--- src/rtl/ssm_pkg.sv ---
// ssm_pkg: shared FSM encoding, response status codes, default widths
// and small helpers for the SSM host bridge.
package ssm_pkg;

  // Default a2rtap address/data widths.
  localparam int SSM_ADDR_W = 8;
  localparam int SSM_DATA_W = 32;

  // Width of the saturating error counter.
  localparam int SSM_ERR_W = 8;

  // Bridge sequencing states.
  typedef enum logic [1:0] {
    SSM_IDLE  = 2'b00,
    SSM_ISSUE = 2'b01,
    SSM_WAIT  = 2'b10,
    SSM_RESP  = 2'b11
  } ssm_state_e;

  // Response status codes reported on rsp_status.
  localparam logic [1:0] SSM_ST_OK  = 2'b00;
  localparam logic [1:0] SSM_ST_ERR = 2'b01;
  localparam logic [1:0] SSM_ST_TMO = 2'b10;

  // Increment that parks at all-ones instead of wrapping.
  function automatic logic [SSM_ERR_W-1:0] ssm_sat_inc(input logic [SSM_ERR_W-1:0] val);
    logic [SSM_ERR_W-1:0] res;
    if (val == {SSM_ERR_W{1'b1}}) begin
      res = val;
    end else begin
      res = val + {{(SSM_ERR_W-1){1'b0}}, 1'b1};
    end
    return res;
  endfunction

  // True for completion codes that count as failures.
  function automatic logic ssm_is_fail(input logic [1:0] status);
    return (status != SSM_ST_OK);
  endfunction

endpackage

--- src/rtl/ssm_timeout_ctr.sv ---
// ssm_timeout_ctr: counts cycles spent waiting for a2rtap completion.
// The count is zeroed by clear (asserted on entry to WAIT) and advances on
// every enabled cycle.  expired is high during the TIMEOUT_CYC-th enabled
// cycle after the clear, so a transaction that never sees ready spends
// exactly TIMEOUT_CYC cycles in WAIT.  TIMEOUT_CYC must be at least 1.
module ssm_timeout_ctr #(
  parameter int TIMEOUT_CYC = 255
) (
  input  logic clk,
  input  logic reset_,
  input  logic clear,
  input  logic enable,
  output logic expired
);

  // Counter only needs to reach TIMEOUT_CYC-1.
  localparam int CNT_W = (TIMEOUT_CYC > 1) ? $clog2(TIMEOUT_CYC) : 1;
  localparam logic [CNT_W-1:0] CNT_LAST = CNT_W'(TIMEOUT_CYC - 1);

  logic [CNT_W-1:0] count_r;

  // Wait-cycle counter: cleared on WAIT entry, counts enabled cycles, parks at the last value.
  always_ff @(posedge clk) begin
    if (!reset_) begin
      count_r <= {CNT_W{1'b0}};
    end else if (clear) begin
      count_r <= {CNT_W{1'b0}};
    end else if (enable && (count_r != CNT_LAST)) begin
      count_r <= count_r + CNT_W'(1'b1);
    end else begin
      count_r <= count_r;
    end
  end

  assign expired = enable && (count_r == CNT_LAST);

endmodule

--- src/rtl/ssm_host_bridge.sv ---
// ssm_host_bridge: turns host command/response handshakes into single
// a2rtap master transactions (level strobes held until ready or timeout),
// reports OK/ERROR/TIMEOUT per command and keeps a saturating failure count.
// Every output is driven straight from a register.
module ssm_host_bridge
  import ssm_pkg::*;
#(
  parameter int ADDR_W      = SSM_ADDR_W,
  parameter int DATA_W      = SSM_DATA_W,
  parameter int TIMEOUT_CYC = 255
) (
  input  logic              clk,
  input  logic              reset_,
  // Host command channel
  input  logic              cmd_valid,
  output logic              cmd_ready,
  input  logic              cmd_write,
  input  logic [ADDR_W-1:0] cmd_addr,
  input  logic [DATA_W-1:0] cmd_wdata,
  // Host response channel
  output logic              rsp_valid,
  input  logic              rsp_ready,
  output logic [DATA_W-1:0] rsp_rdata,
  output logic [1:0]        rsp_status,
  // a2rtap master side
  output logic [ADDR_W-1:0] a2rtap_master_ifc_address,
  output logic [DATA_W-1:0] a2rtap_master_ifc_write_data,
  output logic              a2rtap_master_ifc_read,
  output logic              a2rtap_master_ifc_write,
  input  logic [DATA_W-1:0] a2rtap_master_ifc_read_data,
  input  logic              a2rtap_master_ifc_ready,
  input  logic              a2rtap_master_ifc_error,
  // Status
  output logic [7:0]        err_count
);

  ssm_state_e        state_r;
  ssm_state_e        next_state_s;

  logic              cmd_ready_r;
  logic              is_write_r;
  logic [ADDR_W-1:0] addr_r;
  logic [DATA_W-1:0] wdata_r;
  logic              rd_strobe_r;
  logic              wr_strobe_r;
  logic              rsp_valid_r;
  logic [DATA_W-1:0] rsp_rdata_r;
  logic [1:0]        rsp_status_r;
  logic [7:0]        err_count_r;

  logic              accept_s;
  logic              issue_s;
  logic              complete_s;
  logic              rsp_done_s;
  logic [1:0]        cmpl_status_s;
  logic [DATA_W-1:0] cmpl_rdata_s;
  logic              ctr_clear_s;
  logic              ctr_enable_s;
  logic              ctr_expired_s;

  ssm_timeout_ctr #(
    .TIMEOUT_CYC (TIMEOUT_CYC)
  ) u_timeout_ctr (
    .clk     (clk),
    .reset_  (reset_),
    .clear   (ctr_clear_s),
    .enable  (ctr_enable_s),
    .expired (ctr_expired_s)
  );

  // State register.
  always_ff @(posedge clk) begin
    if (!reset_) begin
      state_r <= SSM_IDLE;
    end else begin
      state_r <= next_state_s;
    end
  end

  // Next-state and completion decode; ready is checked before the timeout so it wins a tie.
  always_comb begin
    next_state_s  = state_r;
    accept_s      = 1'b0;
    issue_s       = 1'b0;
    complete_s    = 1'b0;
    rsp_done_s    = 1'b0;
    cmpl_status_s = SSM_ST_OK;
    cmpl_rdata_s  = {DATA_W{1'b0}};
    ctr_clear_s   = 1'b0;
    ctr_enable_s  = 1'b0;
    case (state_r)
      SSM_IDLE: begin
        if (cmd_valid && cmd_ready_r) begin
          accept_s     = 1'b1;
          next_state_s = SSM_ISSUE;
        end else begin
          next_state_s = SSM_IDLE;
        end
      end
      SSM_ISSUE: begin
        issue_s      = 1'b1;
        ctr_clear_s  = 1'b1;
        next_state_s = SSM_WAIT;
      end
      SSM_WAIT: begin
        ctr_enable_s = 1'b1;
        if (a2rtap_master_ifc_ready) begin
          complete_s   = 1'b1;
          next_state_s = SSM_RESP;
          if (a2rtap_master_ifc_error) begin
            cmpl_status_s = SSM_ST_ERR;
            cmpl_rdata_s  = {DATA_W{1'b0}};
          end else if (is_write_r) begin
            cmpl_status_s = SSM_ST_OK;
            cmpl_rdata_s  = {DATA_W{1'b0}};
          end else begin
            cmpl_status_s = SSM_ST_OK;
            cmpl_rdata_s  = a2rtap_master_ifc_read_data;
          end
        end else if (ctr_expired_s) begin
          complete_s    = 1'b1;
          cmpl_status_s = SSM_ST_TMO;
          cmpl_rdata_s  = {DATA_W{1'b0}};
          next_state_s  = SSM_RESP;
        end else begin
          next_state_s = SSM_WAIT;
        end
      end
      SSM_RESP: begin
        if (rsp_valid_r && rsp_ready) begin
          rsp_done_s   = 1'b1;
          next_state_s = SSM_IDLE;
        end else begin
          next_state_s = SSM_RESP;
        end
      end
      default: begin
        next_state_s = SSM_IDLE;
      end
    endcase
  end

  // cmd_ready is high exactly while the registered state is IDLE (low through reset).
  always_ff @(posedge clk) begin
    if (!reset_) begin
      cmd_ready_r <= 1'b0;
    end else begin
      cmd_ready_r <= (next_state_s == SSM_IDLE);
    end
  end

  // Command capture on acceptance; cmd_* is ignored at all other times.
  always_ff @(posedge clk) begin
    if (!reset_) begin
      is_write_r <= 1'b0;
      addr_r     <= {ADDR_W{1'b0}};
      wdata_r    <= {DATA_W{1'b0}};
    end else if (accept_s) begin
      is_write_r <= cmd_write;
      addr_r     <= cmd_addr;
      wdata_r    <= cmd_wdata;
    end else begin
      is_write_r <= is_write_r;
      addr_r     <= addr_r;
      wdata_r    <= wdata_r;
    end
  end

  // a2rtap strobes: raised leaving ISSUE, held through WAIT, dropped after completion.
  always_ff @(posedge clk) begin
    if (!reset_) begin
      rd_strobe_r <= 1'b0;
      wr_strobe_r <= 1'b0;
    end else if (issue_s) begin
      rd_strobe_r <= ~is_write_r;
      wr_strobe_r <= is_write_r;
    end else if (complete_s) begin
      rd_strobe_r <= 1'b0;
      wr_strobe_r <= 1'b0;
    end else begin
      rd_strobe_r <= rd_strobe_r;
      wr_strobe_r <= wr_strobe_r;
    end
  end

  // Response holding register: loaded on completion, held until the host takes it.
  always_ff @(posedge clk) begin
    if (!reset_) begin
      rsp_valid_r  <= 1'b0;
      rsp_rdata_r  <= {DATA_W{1'b0}};
      rsp_status_r <= SSM_ST_OK;
    end else if (complete_s) begin
      rsp_valid_r  <= 1'b1;
      rsp_rdata_r  <= cmpl_rdata_s;
      rsp_status_r <= cmpl_status_s;
    end else if (rsp_done_s) begin
      rsp_valid_r  <= 1'b0;
      rsp_rdata_r  <= {DATA_W{1'b0}};
      rsp_status_r <= SSM_ST_OK;
    end else begin
      rsp_valid_r  <= rsp_valid_r;
      rsp_rdata_r  <= rsp_rdata_r;
      rsp_status_r <= rsp_status_r;
    end
  end

  // Saturating count of ERROR and TIMEOUT completions.
  always_ff @(posedge clk) begin
    if (!reset_) begin
      err_count_r <= 8'h00;
    end else if (complete_s && ssm_is_fail(cmpl_status_s)) begin
      err_count_r <= ssm_sat_inc(err_count_r);
    end else begin
      err_count_r <= err_count_r;
    end
  end

  assign cmd_ready                    = cmd_ready_r;
  assign rsp_valid                    = rsp_valid_r;
  assign rsp_rdata                    = rsp_rdata_r;
  assign rsp_status                   = rsp_status_r;
  assign a2rtap_master_ifc_address    = addr_r;
  assign a2rtap_master_ifc_write_data = wdata_r;
  assign a2rtap_master_ifc_read       = rd_strobe_r;
  assign a2rtap_master_ifc_write      = wr_strobe_r;
  assign err_count                    = err_count_r;

endmodule

--- config.mk ---
export PLATFORM = sky130hd
export DESIGN_NAME = ssm_host_bridge
export DESIGN_NICKNAME = d
export VERILOG_FILES = /design/src/rtl/ssm_pkg.sv /design/src/rtl/ssm_timeout_ctr.sv /design/src/rtl/ssm_host_bridge.sv
export SDC_FILE = /design/constraint.sdc
export NUM_CORES = 1
export LEC_CHECK = 0
export CAP_MARGIN = 40
export CORE_ASPECT_RATIO = 0.9
export CORE_UTILIZATION = 45
export DETAILED_ROUTE_END_ITERATION = 10
export GPL_TIMING_DRIVEN = 0
export MAX_ROUTING_LAYER = met4
export PLACE_DENSITY = 0.85
export SYNTH_ARGS = -nofsm -noshare
export SYNTH_HDL_FRONTEND = slang
export SYNTH_HIERARCHICAL = 1
export SYNTH_SLANG_ARGS = --single-unit
export TNS_END_PERCENT = 100
--- constraint.sdc ---
create_clock -name clk -period 6.2 [get_ports clk]
set_input_delay 1.86 -clock clk [delete_from_list [all_inputs] [get_ports clk]]
set_output_delay 1.86 -clock clk [all_outputs]
set_load 0.01 [all_outputs]
==> flow_summary.toml <==
[clock_tree]
hold_buffers = 0
clk_latency_ns = 0.36
post_cts_buffers = 0
clock_path_buffers = 2
clock_sinks = 97
cts-root-buf = "clkbuf_8"
cts_tree = "done"
clk_pin_slew_worst_paths_ns = 0.09
htree_num_levels = 3
cts_buffers = 9
ctsResizeCount = 0

[synthesis]
synth_warnings = 6
avgSynthCellArea_sq_um = 8.63
synth_seq_area_share = 0.532
synthTopCellsByArea = "dfxtp_1, nand2_1, a21oi_1"
async_reset_ff_frac = 0
syn_area_sq_um = 3650
synth.distinct_cells = 42
synthFlopType = "dfxtp_1"
syn-num-nets = 505
ys_ff_latch = 97
postSynthCellCount = 423
synth_edf_count = 0
synth_top_area_frac = 0.532
synth_top_area_cell = "dfxtp_1"

[grt]
grt_use_total = 0.248
grt_pass1_wl_microns = 16200
antenna_found_initial = 0
overflow = 0
grt_max_degree = 17
grt_pass1_vias = 3484

[critical_path]
critPathArrivalTime_ns = 3.58
critPathMaxFanout = 10
slowest_stage = "clkdlybuf4s50_1"
worstSetupPathType = "in2reg"
crit_required_ns = 6.42
cp_cell_sequence = "clkdlybuf4s50_1, inv_1, clkbuf_1, clkbuf_1, a21oi_1"
crit_path_end_kind = "flip-flop"
critPathMostFrequentCell = "clkbuf_1"
cpPeakStageDelay_ns = 0.57
cp-start-kind = "input port"

[sta]
finalClockSkew_ns = 0.0110
grt_setup_unrepaired = "false"
fin_setup_tns_ns = 0
timing.slew.headroom = 0.605
setup_violations = 0
timing.final.crit_share = 0.541
worstMarginPinSlew_ns = 0.592
post-route-min-period_ns = 3.36
hold_viol_final = 0
drv_slew = 0
max_freq_mhz = 298

[place]
hpwl_microns = 7700
place.port_buffers = 164
place.gp.congestion = 0.850

[routing]
num_vias = 3696
wl_microns = 10400
post_drt_wl_per_cell_microns = 14.9
viasPerCell = 5.29
final_antenna_net_count = 0
drc = 0
drt_iter0_markers = 157
first_pass_iters = 4

[power_and_ir_drop]
powerDensity_nw_per_um2 = 239
finalPower_uw = 1350
p_leak_uw = 0.00206
ir_drop_v = 0.000216

[die]
start_util = 0.474
fp.dieW_microns = 96.9
die-area_sq_um = 8480
dieHeight_microns = 87.5
fp-row-count = 30
io_pins = 165
coreArea_sq_um = 7690

[status]
status = "finished clean"

[final_layout]
synthToLayoutAreaGrowth_pct = 55.1
final_cell_mix = "clkdlybuf4s50_1, dfxtp_1, nand2_1"
antenna_cells = 0
drive_gt1_frac = 0.0564
mostFrequentLayoutCell = "clkdlybuf4s50_1"
nNetsFinal = 680

[worst_hold_path]
hold_class = "reg2reg"

[flow_run]
cap_violations = 0
-- power breakdown --
group	internal [uW]	switching [uW]	total (uW)	leakage, uW
combinational	106	87.8	194	0.00115
sequential	646	13.6	660	0.000786
clock	281	217	498	0.000127
total	1030	318	1350	0.00206
-- worst paths after layout --
| check | depth (start not counted) | slack (ns) | from | end |
|---|---|---|---|---|
| setup reg to reg | 9 | 3.75 | u_timeout_ctr/count_r[0] | rsp_rdata[12] |
| setup / recovery | 5 | 2.84 | reset_ | a2rtap_master_ifc_write_data[22] |
| hold reg to reg | 2 | 0.46 | a2rtap_master_ifc_write_data[6] | a2rtap_master_ifc_write_data[6] |
| hold / removal | 2 | 0.46 | a2rtap_master_ifc_write_data[6] | a2rtap_master_ifc_write_data[6] |
-- cell families after synthesis --
kind of cell	after synthesis	synth area share
and+or+nand+nor	175	0.214
AOI/OAI and AO/OA	108	0.184
DFF	97	0.532
buffers and inverters	34	0.0439
muxes	5	0.0137
adders and majority gates	3	0.0103
xor gates and xnor gates	1	0.00240
-- area by class of cell --
class | instances | area [sq um]
buffer | 28 | 138
clock buffer | 10 | 138
clock inverter | 6 | 113
fill | 539 | 2030
inverter | 6 | 22.5
multi-input combinational | 292 | 1550
sequential | 97 | 1940
tap | 96 | 120
timing repair buffer | 164 | 1640
-- worst max-delay path, delay by kind of cell --
family / cells / cell delay (ns)
buf+inv: 4 / 1.62
compound gates: 1 / 0.09
-- per-stage QoR --
stage                util  hold slack, ns  worst slack (ns)  instance area (sq um)  instances
floorplan               -           0.449              3.31                   3650        423
global placement    0.703           0.441              2.52                   5410        683
detailed placement  0.703           0.446              2.49                   5410        683
CTS                 0.736           0.460              2.85                   5660        699
global route        0.736           0.474              2.73                   5660        699
finish              0.736           0.457              2.84                   5660        699
-- registers in the layout, indices dropped and copies added, names as in the netlist --
register,cells
rsp_status,2
a2rtap_master_ifc_address,8
rsp_valid,1
u_timeout_ctr/count_r,8
cmd_ready,1
rsp_rdata,32
is_write_r,1
a2rtap_master_ifc_read,1
a2rtap_master_ifc_write,1
a2rtap_master_ifc_write_data,32
state_r,2
err_count,8
-- synthesized netlist by cell type, types with 2 or more instances --
| cell | instances |
|---|---|
| buf_2 | 11 |
| and3_1 | 8 |
| or3_1 | 2 |
| nor3_1 | 3 |
| ha_1 | 3 |
| a22oi_1 | 32 |
| inv_1 | 6 |
| a31oi_1 | 3 |
| a32oi_1 | 2 |
| nor4_1 | 2 |
| and4b_1 | 3 |
| nand2b_1 | 2 |
| nand2_1 | 92 |
| nand4_1 | 3 |
| o21ai_0 | 6 |
| nor2_1 | 45 |
| a21oi_1 | 52 |
| buf_6 | 2 |
| and4_1 | 2 |
| dfxtp_1 | 97 |
| nor2b_1 | 3 |
| mux2i_1 | 5 |
| clkbuf_1 | 14 |
| nand3_1 | 4 |
| a211oi_1 | 4 |
-- layer usage --
| layer | GRT usage | part of all wire | up-vias | wire (microns) |
|---|---|---|---|---|
| met1 | 0.289 | 0.42 | 1745 | 4410 |
| met3 | 0.0835 | 0.074 | 10 | 773 |
| met2 | 0.414 | 0.49 | 133 | 5100 |
| met4 | 0.0638 | 0.0092 | 0 | 96 |
| li1 | - | - | 1808 | - |
| met5 | - | 0 | - | 0 |
No activity file was read; power rests on OpenSTA's default activity.
